File: src/rtl/offset_divider_pkg.sv
// offset_divider_pkg: shared widths, state encoding and word type for the offset divider
//  W    : operand/quotient/remainder width, tied to the leading-one detector width
//  LOCW : leading-one location width (0 = zero word, k = MSB one at bit k-1)
//  DW   : width of the pre-aligned divisor (W + max shift of W-1)
package offset_divider_pkg;
   localparam int W    = 10;
   localparam int LOCW = 4;
   localparam int DW   = W + 9;
   typedef enum logic [1:0] {IDLE, NORM, ITER, DONE} div_state_t;
   typedef logic [W-1:0] word_t;
endpackage

File: src/rtl/offset_divider_seq_lod.sv
// offset_divider_seq_lod: combinational leading-one location of a W-bit word
//  word : input word
//  loc  : 0 when word is zero, otherwise index of the most significant one plus 1
module offset_divider_seq_lod
   import offset_divider_pkg::*;
(
   input  word_t           word,
   output logic [LOCW-1:0] loc
);
   always_comb begin
      loc = '0;
      for (int i = 0; i < W; i++)
         if (word[i]) loc = LOCW'(i + 1);
   end
endmodule

File: src/rtl/offset_divider_seq.sv
// offset_divider_seq: sequential restoring divider with leading-one pre-alignment of the divisor
//  clk, rst_n            : clock, asynchronous active-low reset
//  in_valid / in_ready   : operand handshake, accepted only while idle
//  dividend, divisor     : unsigned W-bit operands
//  out_valid / out_ready : result handshake, result held until accepted
//  quotient, remainder   : unsigned W-bit results
//  div_by_zero           : divisor was zero for the presented result
module offset_divider_seq
   import offset_divider_pkg::*;
(
   input  logic  clk,
   input  logic  rst_n,
   input  logic  in_valid,
   output logic  in_ready,
   input  word_t dividend,
   input  word_t divisor,
   output logic  out_valid,
   input  logic  out_ready,
   output word_t quotient,
   output word_t remainder,
   output logic  div_by_zero
);
   div_state_t      state, state_nx;
   word_t           a_r, b_r, q_r, rem_r;
   logic [DW-1:0]   dsh_r;
   logic [LOCW-1:0] cnt_r, loc_a, loc_b, shift;
   logic            dbz_r, fast, ge;

   offset_divider_seq_lod lod_dividend (.word(a_r), .loc(loc_a));
   offset_divider_seq_lod lod_divisor  (.word(b_r), .loc(loc_b));

   // shift is only meaningful on the normal path (a_r >= b_r > 0)
   assign shift       = loc_a - loc_b;
   assign fast        = (b_r == '0) || (a_r < b_r);
   assign ge          = DW'(rem_r) >= dsh_r;
   assign in_ready    = state == IDLE;
   assign out_valid   = state == DONE;
   assign quotient    = q_r;
   assign remainder   = rem_r;
   assign div_by_zero = dbz_r;

   always_ff @(posedge clk or negedge rst_n)
      if (!rst_n) state <= IDLE;
      else        state <= state_nx;

   always_comb begin
      state_nx = state;
      case (state)
         IDLE:    state_nx = in_valid ? NORM : IDLE;
         NORM:    state_nx = fast ? DONE : ITER;
         ITER:    state_nx = cnt_r == LOCW'(1) ? DONE : ITER;
         DONE:    state_nx = out_ready ? IDLE : DONE;
         default: state_nx = IDLE;
      endcase
   end

   always_ff @(posedge clk or negedge rst_n)
      if (!rst_n) begin
         a_r   <= '0;
         b_r   <= '0;
         q_r   <= '0;
         rem_r <= '0;
         dsh_r <= '0;
         cnt_r <= '0;
         dbz_r <= 1'b0;
      end else begin
         case (state)
            IDLE: if (in_valid) begin
               a_r <= dividend;
               b_r <= divisor;
            end
            NORM: begin
               // zero divisor saturates the quotient; a_r < b_r needs no iterations
               q_r   <= b_r == '0 ? '1 : '0;
               rem_r <= a_r;
               dbz_r <= b_r == '0;
               dsh_r <= DW'(b_r) << shift;
               cnt_r <= shift + LOCW'(1);
            end
            ITER: begin
               rem_r <= ge ? rem_r - dsh_r[W-1:0] : rem_r;
               q_r   <= {q_r[W-2:0], ge};
               dsh_r <= dsh_r >> 1;
               cnt_r <= cnt_r - LOCW'(1);
            end
            default: ;
         endcase
      end
endmodule

File: config.mk
export PLATFORM = sky130hd
export DESIGN_NAME = offset_divider_seq
export DESIGN_NICKNAME = d
export VERILOG_FILES = /design/src/rtl/offset_divider_pkg.sv /design/src/rtl/offset_divider_seq_lod.sv /design/src/rtl/offset_divider_seq.sv
export SDC_FILE = /design/constraint.sdc
export NUM_CORES = 1
export LEC_CHECK = 0
export ABC_AREA = 1
export CORE_UTILIZATION = 40
export CTS_CLUSTER_DIAMETER = 40
export CTS_CLUSTER_SIZE = 30
export DETAILED_ROUTE_END_ITERATION = 6
export PLACE_DENSITY_LB_ADDON = 0.25
export SETUP_SLACK_MARGIN = 0.3
export SLEW_MARGIN = 20
export SYNTH_ARGS = -nofsm -noshare
export SYNTH_HDL_FRONTEND = slang
export SYNTH_SLANG_ARGS = --single-unit
File: constraint.sdc
create_clock -name clk -period 6.6 [get_ports clk]
set_clock_uncertainty 0.1 [all_clocks]
set_input_delay 0.66 -clock clk [delete_from_list [all_inputs] [get_ports clk]]
set_output_delay 0.66 -clock clk [all_outputs]
set_load 0.01 [all_outputs]
* After elaboration in Yosys (flattened, before gate mapping)
Index checks and enable logic that the tools add are counted.
** Word-level totals
- Bits in registers :: 66
- Input port bits :: 24
- Word-level logic and storage cells :: 57
** Cells by class
- $add $sub $neg :: 4
- $lt $le $gt $ge :: 2
- Eq/ne operators :: 5
- Shift operators :: 1
- Mux-type cells :: 31
- Reductions and logical operators :: 6
** Operator list (count)
- case mux 10 bit (2 select lines) :: 2
- case mux 19 bit (2 select lines) :: 1
- 2-to-1 mux 3 bit :: 8
- 2-to-1 mux 4 bit :: 6
- 2-to-1 mux 10 bit :: 2
- >= comparator 10 x 19 -> 1 bit :: 1
- << shifter 10 x 4 -> 19 bit :: 1
- logical NOT 10 bit :: 1
- < comparator 10 bit :: 1
- 2-to-1 mux 2 bit :: 5
- subtractor 10 bit :: 1
- case mux 2 bit (4 select lines) :: 1
- case mux 4 bit (2 select lines) :: 1
- 2-to-1 mux 1 bit :: 5
- adder 4 x 1 -> 4 bit, second input constant :: 1
- equality test 2 bit, second input constant :: 2
- equality test 4 x 1 -> 1 bit, second input constant :: 1
- AND reduction 2 bit :: 2
- subtractor 4 x 1 -> 4 bit, second input constant :: 1
- subtractor 4 bit :: 1
- equality test 2 x 1 -> 1 bit, second input constant :: 1
- logical NOT 2 bit :: 1
- inequality test 2 bit, second input constant :: 1
- nonzero test 2 bit :: 1
- logical OR 1 bit :: 1

* Longest topological paths before layout
Gate-level depths: netlist of the first run.
- Depth in word-level cells :: 13
- Gate-level depth with buffers :: 23
- Depth with buffers taken out :: 22

* Hierarchy
Synthesis of the first run repeated with hierarchy kept, for this count alone.
** Unflattened totals
- Cells, all modules :: 671
- Area, all modules :: 4705.8 µm²
** By module, submodules not included
- offset_divider_seq :: instances 1, cells each 621, area each 4495.6 µm²
- offset_divider_seq_lod :: instances 2, cells each 25, area each 105.1 µm²

* Least setup slack after synthesis of the first run
Ideal clock, no wire load.
- Path type :: reg-to-reg
- From :: reg b_r[0]
- To :: reg dsh_r[15]
- Data arrival time :: 2.566 ns
- Setup slack :: 3.817 ns
- Stages on the path, launching flop included :: 19
- Path buffers :: 2
- Path through :: dfrtp_1 > inv_1 > o21ai_0 > a21oi_1 > o21ai_0 > nand2_1 > a21oi_1 > ha_1 > inv_1 > fa_1 > clkbuf_1 > buf_2 > nand2_1 > o21ai_0 > mux2i_1 > nand2_1 > nand3_1 > o21ai_1 > inv_1
** On the way
- Cells in the longest elaborated chain, start to end :: 13
** Ends and longest elaborated chain
- start, declared :: RTL line offset_divider_seq.sv:24 : word_t a_r, b_r, q_r, rem_r;
- start signal, assigned :: RTL line offset_divider_seq.sv:70 : b_r <= divisor;
- 2-to-1 mux 1 bit :: RTL line offset_divider_seq_lod.sv:13 : if (word[i]) loc = LOCW'(i + 1);
- 2-to-1 mux 2 bit (2 in a row) :: RTL line offset_divider_seq_lod.sv:13
- 2-to-1 mux 3 bit (4 in a row) :: RTL line offset_divider_seq_lod.sv:13
- 2-to-1 mux 4 bit (3 in a row) :: RTL line offset_divider_seq_lod.sv:13
- subtractor 4 bit :: RTL line offset_divider_seq.sv:33 : assign shift = loc_a - loc_b;
- << shifter 10 x 4 -> 19 bit * :: RTL line offset_divider_seq.sv:77 : dsh_r <= DW'(b_r) << shift;
- case mux 19 bit (2 select lines) * :: RTL line offset_divider_seq.sv:67 : case (state)
- end signal, assigned :: RTL line offset_divider_seq.sv:77
- end signal, assigned :: RTL line offset_divider_seq.sv:83 : dsh_r <= dsh_r >> 1;
- end, declared :: RTL line offset_divider_seq.sv:25 : logic [DW-1:0] dsh_r;
Every way passes the cells marked *; elsewhere a longest branch is shown, timed or not.
A chain may end at the register's enable or synchronous reset.

* Worst setup path in the final report of the first run
- From :: reg b_r[0]
- To :: reg dsh_r[8]
The elaborated chain is that of the path after synthesis.

==> results by group, run 1 <==
Placed design
  – GP Congestion: about 0.86
  – HPWL after DPL: 8700 um
  – Pre-CTS setup slack: 3.44 ns
  – PortBufs: 46

Finish
  – # nets final: 680
  – FF/Latch Area: ~1700 um^2
  – Area of the multi-input gates: roughly 2500 um^2
  – Layout Area Growth over Synthesis: 19.3%
  – Fillers: 1,112
  – Ratio of cells with drive above 1 in the final layout: 0.110
  – Antenna cells: 0

Route
  – Via density: 5.20
  – Post-DR wirelength/cell: roughly 15 um
  – Total Wirelength: roughly 12,000 um
  – TritonRoute pass-1 iters: 5
  – Via count: 4,001
  – DRT iter0 DRCs: 209
  – DRT antenna net count: 0
  – Post-route DRC violation count: 0

Clocking
  – H-tree depth: 3
  – CTS Buf Count: 9
  – Worst-Skew Late Latency: between 0.3 and 0.4 ns
  – Clk sinks: 66
  – CTS tree: yes
  – Clock transition at path regs: around 0.060 ns
  – CTS Hold Buffers Added: 0
  – Setup repair bufs after CTS: 0
  – CTS resizes: 0
  – Clock Path Buffers: 2
  – CTS root buf: clkbuf_16

Floorplan
  – Core area: approximately 11,000 um^2
  – Chip height: 108 um
  – Die area: 11,700 um^2
  – Die Wd: 108 um
  – Row count: 38
  – # IOs: 47
  – Initial core utilization: 0.413

STA
  – RSZ-0062 raised after global routing: false
  – Slew @ Worst Pin: between 1 and 1.5 ns
  – Slew Limit Fails: 0
  – Final Critical Period: 3.19 ns
  – Worst Slack Setup Final: 3.41 ns
  – Setup tns final: 0 ns
  – Final Cycle Share: 0.483
  – Worst slew margin: 0.317
  – Final setup violating endpoints: 0
  – Min Hold Slack: about 0.39 ns
  – Fmax: 313 MHz
  – Hold Vio Cnt, Final: 0

Synth
  – Post-Syn Area: 4520 um^2
  – Mapped Avg Cell Area: 7.69 um^2
  – Synth Instances: 588
  – Synth warn: 0
  – Async SR Flop Fraction: 1.00
  – Number of flops mapped to enable cells by yosys: 0
  – Syn Nets: ~640
  – Yosys cell types: 51
  – Ys flop type: dfrtp_1
  – Part of the Yosys area used for sequential elements: 0.365
  – Flop and latch count out of synthesis: 66

Min path
  – Worst min path class: input pin to asynchronous set/reset pin

Worst setup path
  – Crit path arrival time: approximately 3.4 ns
  – CP Max Fanout: 11
  – Setup crit start kind: flip-flop
  – Worst EP required: about 6.8 ns
  – CP Capture Type: flip-flop
  – Crit Path Class: flip-flop to flip-flop

GRT
  – Vias in the first global route: 3,815
  – Largest net degree at the start of global routing: 67
  – GRT Util Overall: 0.220
  – Initial antenna violation count: 0
  – First-pass GRT wire length: 19,500 um
  – Grt ovf: 0

Status
  – Status: finished, final reports clean

Run
  – Max-cap viol count: 0
==> stage by stage <==
| stage | util | std cells | cell area [um^2] |
|---|---|---|---|
| 2_1_floorplan | - | 588 | 4520 |
| 3_3_place_gp | 0.463 | 754 | 5060 |
| 3_5_place_dp | 0.463 | 754 | 5060 |
| 4_1_cts | 0.493 | 770 | 5390 |
| 5_1_grt | 0.493 | 770 | 5390 |
| 6_report | 0.493 | 770 | 5390 |
==> layer usage <==
layer / share of wire / vias to the layer above / global-route usage
li1: - / 2026 / -
met4: 0.016 / 0 / 0.0724
met3: 0.045 / 15 / 0.0380
met1: 0.47 / 1880 / 0.295
met5: 0 / - / 0
met2: 0.47 / 80 / 0.357
==> worst max-delay path: stages (launching register included) <==
cell	delay (ns)
dfrtp_1	0.39
inv_1	0.09
o21ai_0	0.15
a21oi_1	0.08
o21ai_0	0.14
nand2_1	0.07
a21oi_1	0.13
ha_1	0.18
inv_1	0.06
fa_1	0.37
or2_1	0.27
nand2_4	0.15
inv_2	0.12
nor2_1	0.11
inv_1	0.08
nor3_1	0.30
o22ai_1	0.16
a22oi_2	0.14
==> area by class of cell <==
class | instances | share of cell area
clock buffers | 9 | 0.0418
well taps | 140 | 0.0325
repair buffers | 50 | 0.0900
multi-input cells | 430 | 0.463
flip-flops and latches | 66 | 0.306
clock inverters | 7 | 0.0190
inverters | 68 | 0.0476
==> worst paths after layout <==
check	from	to	slack (ns)	cells after the start
max	b_r[0]	dsh_r[8]	3.41	17
min	rst_n	a_r[6]	0.39	2
max reg2reg	b_r[0]	dsh_r[8]	3.41	17
min reg2reg	quotient[9]	quotient[9]	0.43	2
max in group asynchronous	rst_n	state[0]	5.42	2
min in group clk	quotient[9]	quotient[9]	0.43	2
==> cell usage in the layout, fill, tap and decap left out, types with 5 or more instances in the layout <==
cell type and instances:
nand2_1 127, nand4_1 5, o21ai_0 36, ha_1 29, nand2_2 6, dfrtp_1 66, clkbuf_16 9, a22oi_1 8
nor2_1 56, a21oi_1 61, nand3_2 11, o21ai_1 11, o22ai_1 5, nand3_1 15, inv_2 9, clkdlybuf4s50_1 45
nor3_1 9, inv_1 58
==> synth_stat cells, types with 6 or more instances <==
| master | n | share of area |
|---|---|---|
| nand2_1 | 127 | 0.11 |
| dfrtp_1 | 66 | 0.37 |
| a21oi_1 | 61 | 0.068 |
| inv_1 | 58 | 0.048 |
| nor2_1 | 56 | 0.047 |
| o21ai_0 | 36 | 0.040 |
| ha_1 | 29 | 0.080 |
| clkbuf_1 | 15 | 0.012 |
| nand3_1 | 15 | 0.017 |
| nand3_2 | 11 | 0.024 |
| o21ai_1 | 11 | 0.012 |
| inv_2 | 9 | 0.0075 |
| nor3_1 | 9 | 0.010 |
| a22oi_1 | 8 | 0.013 |
| nand2_2 | 6 | 0.0083 |
==> state kept, by name, summed over array words and instances, names as in the netlist <==
register	cells
b_r	10
quotient	10
dsh_r	19
remainder	10
state	2
a_r	10
cnt_r	4
div_by_zero	1
==> kinds of logic after synthesis <==
| group | Yosys count | synth area share |
|---|---|---|
| AO/OA/AOI/OAI | 146 | 0.192 |
| AND/OR/NAND/NOR | 241 | 0.244 |
| multiplexers | 4 | 0.00914 |
| adder cells (fa/ha/maj) | 31 | 0.0891 |
| buffers and inverters | 92 | 0.0822 |
| XOR/XNOR | 8 | 0.0172 |
| flip-flops | 66 | 0.365 |
Power of run 1 is left out: the tool's default activity adds up to more than one toggle a clock period on the data nets, which glitch-free logic cannot reach.
==> inputs of run 2 (changes only) <==
Clock period 6.6 ns to 3.1 ns, I/O delays scaled along.
==> run 2 against run 1 <==
Against the previous run:
- utilization grew 3.6 points
- design area grew 7.4%
- register-to-register slack lost 3.2 ns
- via count grew 6.2%
- first-iteration DRC count grew 25%
==> results by group, run 2 (synthesis results as in run 1) <==
STA
  – Final Cycle Share: 0.931
  – Worst Slack Setup Final: 0.214 ns
  – Hold Vio Cnt, Final: 0
  – Final Critical Period: ~2.9 ns
  – Final setup violating endpoints: 0
  – Setup tns final: 0 ns
  – Slew Limit Fails: 0
  – Worst slew margin: 0.300
  – Slew @ Worst Pin: 1.05 ns
  – Fmax: about 350 MHz
  – RSZ-0062 raised after global routing: true

Worst setup path
  – Setup crit start kind: flip-flop
  – Worst EP required: 3.23 ns
  – Crit Path Class: flip-flop to flip-flop
  – Crit path arrival time: 3.01 ns
  – CP Capture Type: flip-flop
  – CP Max Fanout: 8

Floorplan
  – Die area: about 12,000 um^2
  – # IOs: between 40 and 50
  – Initial core utilization: 0.413
  – Row count: 38
  – Chip height: about 110 um
  – Core area: 10,900 um^2
  – Die Wd: 108 um

Route
  – Via density: 5.34
  – DRT antenna net count: 0
  – DRT iter0 DRCs: approximately 260
  – Post-route DRC violation count: 0
  – Post-DR wirelength/cell: 15.4 um
  – Via count: approximately 4.2k
  – Total Wirelength: about 12,000 um
  – TritonRoute pass-1 iters: 6

Clocking
  – Clock Path Buffers: 2
  – Worst-Skew Late Latency: approximately 0.34 ns
  – Clk sinks: between 60 and 70
  – Clock transition at path regs: roughly 0.060 ns
  – CTS Buf Count: 9
  – CTS tree: yes
  – H-tree depth: 3
  – CTS root buf: clkbuf_16

GRT
  – Grt ovf: 0
  – Vias in the first global route: 4,173
  – Largest net degree at the start of global routing: 48
  – First-pass GRT wire length: 20,000 um
  – GRT Util Overall: 0.222
  – Initial antenna violation count: 0

Finish
  – # nets final: around 700
  – Layout Area Growth over Synthesis: 28.1%
  – Commonest non-fill, non-tap cell in the layout: nand2_1
  – Design area: 5790 um^2
  – Largest Register: dsh_r
  – Ratio of cells with drive above 1 in the final layout: 0.213
  – Commonest non-fill, non-tap cells in the layout: nand2_1, dfrtp_1, a21oi_1
  – Antenna cells: 0
  – Number of flip-flops in the largest register: 19

Status
  – Status: finished, final reports clean

Placed design
  – PortBufs: 46
  – GP Congestion: roughly 0.95
  – HPWL after DPL: 8600 um
  – Placed instance area: 5110 um^2
  – Pre-CTS setup slack: between 0.02 and 0.03 ns

Min path
  – Worst min path class: input pin to asynchronous set/reset pin

Run
  – Max-cap viol count: 0
## run 2: metrics by stage
step                cells  hold slack [ns]   util
global placement      760            0.406  0.467
finish                796            0.427  0.530
floorplan             588          -0.0856      -
global route          796            0.448  0.530
CTS                   785            0.103  0.507
detailed placement    760            0.405  0.467
## run 2: worst max-delay path, cell delays in order (launching register included)
cell and delay [ns]:
dfrtp_1 0.37, inv_2 0.06, o21ai_1 0.13, a21oi_1 0.09, o21ai_1 0.13, nand2_1 0.08
a21oi_2 0.18, ha_4 0.15, inv_2 0.03, fa_2 0.67, clkinvlp_4 0.19, buf_4 0.15
nand4_1 0.15, nand3_2 0.12, nand3_1 0.11, a21oi_2 0.06
## run 2: layout make-up
type | count | area (um^2)
Multi-Input combinational cell | 431 | 2700
Fill cell | 1046 | 5140
Clock buffer | 12 | 256
Clock inverter | 4 | 50.0
Timing Repair inverter | 1 | 7.51
Sequential cell | 66 | 1650
Tap cell | 140 | 175
Inverter | 68 | 267
Timing Repair Buffer | 74 | 682
## run 2: final timing paths
path / from / endpoint / slack, ns / depth (start not counted)
hold / removal: rst_n / a_r[8] / 0.43 / 2
max in group asynchronous: rst_n / quotient[2] / 1.81 / 3
min in group clk: dsh_r[15] / dsh_r[15] / 0.43 / 2
setup reg to reg: b_r[0] / dsh_r[10] / 0.21 / 15
setup / recovery: b_r[0] / dsh_r[10] / 0.21 / 15
hold reg to reg: dsh_r[15] / dsh_r[15] / 0.43 / 2
## run 2: layer usage
| metal | vias to the layer above | GRT usage | wire length (um) |
|---|---|---|---|
| met5 | - | 0 | 0 |
| met1 | 1991 | 0.290 | 5400 |
| met3 | 31 | 0.0338 | 663 |
| li1 | 2076 | - | - |
| met2 | 150 | 0.357 | 5780 |
| met4 | 0 | 0.112 | 423 |
## run 2: repair_timing
action / CTS / global route
resized for setup: 23 / 50
buffers inserted: 9 / 8
hold endpoints to repair: 0 / 43
pin swaps: 3 / 27
cloned: 0 / 2
hold buffers: 0 / 1
setup endpoints to repair: 22 / 22
Power of run 2 is left out for the same reason.
